**src/rtl/keypad_event_fifo.sv**
```systemverilog
// Key-event queue behind the keypad scanner: edge-detects the scanner strobe,
// stores each key code in a small FWFT FIFO, and raises a level interrupt.
module keypad_event_fifo #(
  parameter int unsigned DEPTH  = 8,
  parameter int unsigned AW     = 3,
  parameter int unsigned THRESH = 1
) (
  input  logic          iCLK,
  input  logic          iRST,
  input  logic          iKEY_IRQ,
  input  logic [7:0]    iKEYNUM,
  input  logic          iRD_EN,
  input  logic          iFLUSH,
  input  logic          iOVF_CLR,
  output logic [7:0]    oRD_DATA,
  output logic          oEMPTY,
  output logic          oFULL,
  output logic [AW:0]   oCOUNT,
  output logic          oOVF,
  output logic          oIRQ
);

  localparam int unsigned DW = 8;
  localparam int unsigned CW = AW + 1;

  logic [DW-1:0] mem [DEPTH];
  logic [AW-1:0] wrPtr;
  logic [AW-1:0] rdPtr;
  logic          prevIrq;

  logic          evt;
  logic          popOk;
  logic          pushOk;
  logic          drop;
  logic          wrEn;
  logic [CW-1:0] countNext;
  logic          ovfNext;

  // Event detect and push/pop arbitration; a pop on a full FIFO makes room for a same-edge push
  always_comb begin
    evt       = iKEY_IRQ & ~prevIrq;
    popOk     = iRD_EN & ~oEMPTY;
    pushOk    = evt & (~oFULL | popOk);
    drop      = evt & oFULL & ~popOk & ~iFLUSH;
    wrEn      = pushOk & ~iFLUSH & ~iRST;
    countNext = oCOUNT;
    ovfNext   = oOVF;
    if (iFLUSH) begin
      countNext = '0;
    end else if (pushOk && !popOk) begin
      countNext = oCOUNT + CW'(1);
    end else if (!pushOk && popOk) begin
      countNext = oCOUNT - CW'(1);
    end
    if (drop) begin
      ovfNext = 1'b1;
    end else if (iOVF_CLR) begin
      ovfNext = 1'b0;
    end
  end

  // Pointers, occupancy and registered flags; prevIrq resets high so a held strobe is not an event
  always_ff @(posedge iCLK) begin
    if (iRST) begin
      wrPtr   <= '0;
      rdPtr   <= '0;
      prevIrq <= 1'b1;
      oCOUNT  <= '0;
      oEMPTY  <= 1'b1;
      oFULL   <= 1'b0;
      oOVF    <= 1'b0;
      oIRQ    <= 1'b0;
    end else begin
      prevIrq <= iKEY_IRQ;
      if (iFLUSH) begin
        wrPtr <= '0;
        rdPtr <= '0;
      end else begin
        if (pushOk) wrPtr <= wrPtr + AW'(1);
        if (popOk)  rdPtr <= rdPtr + AW'(1);
      end
      oCOUNT <= countNext;
      oEMPTY <= (countNext == '0);
      oFULL  <= (32'(countNext) == DEPTH);
      oOVF   <= ovfNext;
      oIRQ   <= (32'(countNext) >= THRESH);
    end
  end

  // Storage carries no reset
  always_ff @(posedge iCLK) begin
    if (wrEn) mem[wrPtr] <= iKEYNUM;
  end

  assign oRD_DATA = oEMPTY ? '0 : mem[rdPtr];

endmodule

```
**config.mk**
```make
export PLATFORM = sky130hd
export DESIGN_NAME = keypad_event_fifo
export DESIGN_NICKNAME = d
export VERILOG_FILES = /design/src/rtl/keypad_event_fifo.sv
export SDC_FILE = /design/constraint.sdc
export NUM_CORES = 1
export LEC_CHECK = 0
export CAP_MARGIN = 20
export CORE_UTILIZATION = 35
export CTS_CLUSTER_SIZE = 14
export DETAILED_ROUTE_END_ITERATION = 10
export PLACE_DENSITY_LB_ADDON = 0.1
export SYNTH_ARGS = -nofsm -noshare
export SYNTH_HDL_FRONTEND = slang
export SYNTH_SLANG_ARGS = --single-unit
```
**constraint.sdc**
```tcl
create_clock -name iCLK -period 4 [get_ports iCLK]
set_clock_uncertainty 0.2 [all_clocks]
set_input_delay 0.8 -clock iCLK [delete_from_list [all_inputs] [get_ports iCLK]]
set_output_delay 0.8 -clock iCLK [all_outputs]
set_load 0.05 [all_outputs]
```
==> results of run 1 <==
## flip-flops by register name, summed over array words and instances (netlist names), named ones only
register	count
prevIrq	1
oFULL	1
oEMPTY	1
oOVF	1
rdPtr	3
wrPtr	3
mem	64
oIRQ	1
oCOUNT	4
## layer usage
layer  track usage [%]  routed length (µm)  vias up
met1              18.9                3080      889
met2              22.8                2980       27
met4              5.17                  75        0
li1                  -                   -      840
met5                 0                   0        -
met3              3.90                 164        9
## critical path, cell delays in order, from the launching register on
cell	delay [ns]
dfxtp_1	0.31
buf_4	0.31
mux4_2	0.57
mux2i_1	0.19
nor2_1	0.06
clkdlybuf4s50_1	0.73
## cell type report
class	count	area share (%)
timing repair buffer	39	9.23
tap	108	3.41
inverter	4	0.379
clock buffer	13	4.58
multi-input combinational	104	23.6
sequential	82	57.6
clock inverter	3	1.11
## stage by stage
| step | area (µm²) | utilization [%] |
|---|---|---|
| floorplan | 3270 | - |
| global placement | 3730 | 42.0 |
| detailed placement | 3730 | 42.0 |
| CTS | 3960 | 44.5 |
| global route | 3960 | 44.5 |
| finish | 3960 | 44.5 |
## cells in the mapped netlist (2+ instances only)
master    number
a211o_1        2
a21oi_1        3
buf_1          2
buf_2          2
dfxtp_1       18
edfxtp_1      64
ha_1           4
inv_1          4
mux2i_1       11
mux4_2        16
nand2_1        8
nand2b_1       4
nand3_1        2
nor2_1        25
nor2b_1        2
nor3_1         6
nor3_2         2
or3_1          2
xnor2_1        3
xor2_1         2
## how the worst max path moves through the flow
stage / depth (start not counted) / slack (ns) / to
after CTS: 5 / 0.45 / oRD_DATA[1]
after global placement: 5 / 0.76 / mem[3][2]
final: 5 / 0.49 / oRD_DATA[1]
after detailed placement: 5 / 0.73 / mem[3][2]
after floorplan: 5 / 1.14 / oRD_DATA[5]
after global routing: 5 / 0.34 / oRD_DATA[7]
## kinds of logic after synthesis
family	count (synthesis)	share of synthesized area [%]
flip-flops	82	69.9
adder cells (fa/ha/maj)	4	1.53
AND/OR/NAND/NOR	57	8.89
multiplexers	27	14.4
XOR/XNOR	5	1.34
buffers and inverters	10	1.46
AO/OA/AOI/OAI	11	2.49
## power breakdown
part / leakage (nW) / internal, W / switching (W)
combinational: 0.449 / 0.0000325 / 0.0000455
clock: 0.114 / 0.000365 / 0.000288
sequential: 0.721 / 0.000920 / 0.00000595
total: 1.28 / 0.00132 / 0.000340
==> summary.txt, run 1 <==
Die
  • Die Height: 98.6 µm
  • Core area: 8890 µm²
  • Initial Utilization: 36.7%
  • # IOs: 30
  • Rows: 34
  • Die area: 9720 µm²
  • Die X-Extent: 98.6 µm

Critical path
  • CP endpoint kind: primary output
  • Reg2reg setup slack: 1.30 ns
  • Crit path kind: reg2out
  • R2r worst-path depth: 4
  • WP data arrival: 2.51 ns
  • Setup crit start kind: flip-flop
  • CP Max Fanout: 16
  • CP required: 3.00 ns
  • Worst R2R End: mem[3][7]
  • Worst r2r src: oEMPTY

Synthesis
  • Cell Area, Synth: 3270 µm²
  • Number of synthesized flops with an enable pin: 64
  • Yosys top cell by area: edfxtp_1
  • Post-Syn Instances: 196
  • Synthesis Warnings: 0
  • Synth Area per Inst: 16.7 µm²
  • Synth top area cells: edfxtp_1, dfxtp_1, mux4_2
  • Ys async rst share: 0%
  • Post-synth top area share: 58.9%
  • Synth Register Bits: 82
  • Synth cell types: 34
  • Synthesized net count: 214
  • Register area share after synthesis: 69.9%
  • Synth Flop Type: edfxtp_1

Layout
  • Area delta synth->final: 21.2%
  • Number of diodes: 0
  • Commonest non-fill, non-tap cell in the layout: edfxtp_1
  • Sequential cell area: 2280 µm²
  • Commonest non-fill, non-tap cells in the layout: edfxtp_1, clkdlybuf4s50_1, nor2_1
  • # nets final: 258
  • Fin cells: 353
  • Multi-input gate area: 936 µm²
  • Layout cell share with drive strength beyond 1: 18.4%
  • Filler Cells Inserted: 789

Placement
  • Placed Instances: 337
  • Port Buf Inserts: 29
  • Global placement routability congestion: 0.707
  • Dpl hpwl: 4130 µm
  • Post-Place Setup Slack: 0.728 ns

Min path
  • Worst hold path type: reg2reg
  • WHS Endpoint: rdPtr[1]
  • WHS Path Cells: 2
  • Worst Min Path Start: rdPtr[1]

STA
  • F_max: 285 MHz
  • Slew Limit Fails: 0
  • Fin crit share: 87.7%
  • Setup TNS: 0 ns
  • Setup violators final: 0
  • Unrepaired setup endpoints after global routing: false
  • Final hold slack: 0.280 ns
  • Fin crit period: 3.51 ns
  • Worst-Margin Slew: 0.725 ns
  • PnR worst setup slack: 0.492 ns
  • Relative max-transition margin: 51.5%
  • Final hold violation count: 0

Routing
  • Drt first-iter violations: 83
  • Via count: 1765
  • Antenna viol nets, final: 0
  • Detailed-router iteration count before antenna repair: 4
  • Number of remaining DRC errors: 0
  • WL/cell: 17.8 µm
  • Routed WL: 6290 µm
  • Post-DR vias/cell: 5.00

Clock network
  • Worst-path clk slew: 0.08 ns
  • Clock Latency Late Sink: 0.34 ns
  • Clock sinks: 82
  • CTS Buf Count: 9
  • Post-CTS Setup Bufs: 0
  • # hold bufs at CTS: 0
  • Htree depth: 3
  • CTS-repair resized insts: 0
  • CTS Buffer Depth: 2
  • CTS tree: yes
  • Root Buffer: clkbuf_8

Power
  • Power Density: 419 nW/µm²
  • P_leak: 1.28 nW
  • Post-layout total power: 0.00166 W
  • VDD IR max: 154 µV

Global routing
  • Gr ovfl total: 0
  • Largest net degree at the start of global routing: 17
  • Initial antenna violation count: 0
  • Total track usage: 14.3%
  • Vias in the first global route: 1807
  • First-pass GRT wire length: 9990 µm

Status
  • Run status: completed

Job
  • Max Cap Viol: 0
Power figures use the tool's default switching activity.
==> run 2: changes to the inputs <==
--- a/config.mk
+++ b/config.mk
@@ -5,7 +5,7 @@
 export SDC_FILE = /design/constraint.sdc
 export NUM_CORES = 1
 export LEC_CHECK = 0
-export CAP_MARGIN = 20
+export CORE_ASPECT_RATIO = 1.2
 export CORE_UTILIZATION = 35
 export CTS_CLUSTER_SIZE = 14
 export DETAILED_ROUTE_END_ITERATION = 10
==> run 2 against run 1 <==
- largest power group unchanged
- sequential share of layout area about the same
- power grew 3.3%
- hold slack better by 0.0093 ns
- routed wire length up 6.8%
- critical endpoint is now oRD_DATA[6]
- first-iteration DRC count is 27% lower
- highest routed layer unchanged
- sequential power hardly changed
- count of clock-buffer cells in the layout fell by 2
==> summary.txt, run 2 (synthesis gave the netlist of run 1 again) <==
Status
  • Run status: completed

Min path
  • Worst hold path type: reg2reg
  • WHS Path Cells: 2

Global routing
  • Largest net degree at the start of global routing: 17
  • Vias in the first global route: 1857
  • Gr ovfl total: 0
  • Total track usage: 15.2%
  • Initial antenna violation count: 0
  • First-pass GRT wire length: 10400 µm

Layout
  • Sequential cell area: 2280 µm²
  • Commonest non-fill, non-tap cells in the layout: edfxtp_1, clkdlybuf4s50_1, nor2_1
  • Area delta synth->final: 21.3%
  • Layout cell share with drive strength beyond 1: 17.4%
  • Commonest non-fill, non-tap cell in the layout: edfxtp_1
  • Multi-input gate area: 936 µm²
  • Largest Register: mem
  • Fin cells: 362
  • Max FFs per register: 64
  • Number of diodes: 0
  • Filler Cells Inserted: 851
  • Biggest regs: mem: 64 flops, oCOUNT: 4 flops
  • # nets final: 255

Clock network
  • Clock Latency Late Sink: 0.34 ns
  • CTS tree: yes
  • Htree depth: 3
  • Clock sinks: 82
  • Worst-path clk slew: 0.08 ns
  • Post-CTS Setup Bufs: 0
  • Root Buffer: clkbuf_8
  • CTS Buffer Depth: 2
  • # hold bufs at CTS: 0
  • CTS-repair resized insts: 0
  • CTS Buf Count: 9

STA
  • Unrepaired setup endpoints after global routing: false
  • Setup TNS: 0 ns
  • Final hold violation count: 0
  • Slew Limit Fails: 0
  • Final hold slack: 0.289 ns
  • Setup violators final: 0
  • Fin crit period: 3.52 ns
  • Relative max-transition margin: 50.3%
  • F_max: 284 MHz
  • Worst-Margin Slew: 0.742 ns
  • Fin crit share: 88.0%

Power
  • P_leak: 1.27 nW
  • VDD IR max: 192 µV
  • Power Density: 432 nW/µm²

Critical path
  • Reg2reg setup slack: 1.25 ns
  • Crit-path max cell delay: 0.72 ns
  • Setup crit start kind: flip-flop
  • CP endpoint kind: primary output
  • CP required: 3.00 ns
  • Crit path kind: reg2out
  • CP max-delay cell: clkdlybuf4s50_1
  • R2r worst-path depth: 4
  • CP Max Fanout: 16
  • Crit path depth: 5
  • CP top delay family: buffers and inverters
  • Worst path cell trace: buf_4 -> mux4_2 -> mux2i_1 -> nor2_1 -> clkdlybuf4s50_1
  • WP data arrival: 2.52 ns
  • Buffers and inverters on the worst path: 2

Routing
  • WL/cell: 18.6 µm
  • Drt first-iter violations: 61
  • Post-DR vias/cell: 4.88
  • Antenna viol nets, final: 0
  • Via count: 1766
  • Routed WL: 6720 µm
  • Detailed-router iteration count before antenna repair: 4
  • Number of remaining DRC errors: 0

Die
  • Initial Utilization: 36.1%
  • Core area: 9030 µm²
  • Rows: 38
  • Die X-Extent: 90.2 µm
  • Die area: 9720 µm²
  • Die Height: 108 µm
  • # IOs: 30

Placement
  • Placed Instances: 346
  • Global placement routability congestion: 0.702
  • Port Buf Inserts: 29
  • Dpl hpwl: 4580 µm

Job
  • Max Cap Viol: 0
-- run 2: path summary, 6_finish.rpt --
| path | from | endpoint |
|---|---|---|
| min | rdPtr[1] | rdPtr[1] |
| min reg2reg | rdPtr[1] | rdPtr[1] |
| max reg2reg | oEMPTY | mem[6][5] |
| max | flip-flop | oRD_DATA[6] |
-- run 2: worst register-to-register path: stages (launching register included) --
cell      delay, ns
dfxtp_1        0.55
nand2b_1       0.34
a21oi_1        0.43
nand3_1        0.26
nor2_1         0.62
-- run 2: layout make-up --
cell class | instances | area share [%]
clock buffer | 11 | 3.32
clock inverter | 5 | 2.62
inverter | 4 | 0.379
multi-input combinational | 104 | 23.6
sequential | 82 | 57.6
tap | 120 | 3.79
timing repair buffer | 36 | 8.65
-- run 2: where the power goes --
group / total (W) / internal (W) / switching (W)
Clock: 0.000707 / 0.000416 / 0.000291
Combinational: 0.0000798 / 0.0000327 / 0.0000471
Sequential: 0.000926 / 0.000920 / 0.00000627
-- run 2: metal layers --
layer	GRT usage, %	part of all wire [%]	up-vias
li1	-	-	839
met1	17.9	42	877
met2	26.3	53	42
met3	3.11	2.7	8
met4	8.18	1.7	0
met5	0	0	-
-- run 2: metrics by stage --
stage	cell area (µm²)	total power, W	utilization (%)	worst slack (ns)
floorplan	3270	0.000986	-	1.14
global placement	3730	0.00103	41.2	0.773
detailed placement	3730	0.00103	41.2	0.695
CTS	3960	0.00173	43.9	0.436
global route	3960	0.00177	43.9	0.336
finish	3960	0.00171	43.9	0.481
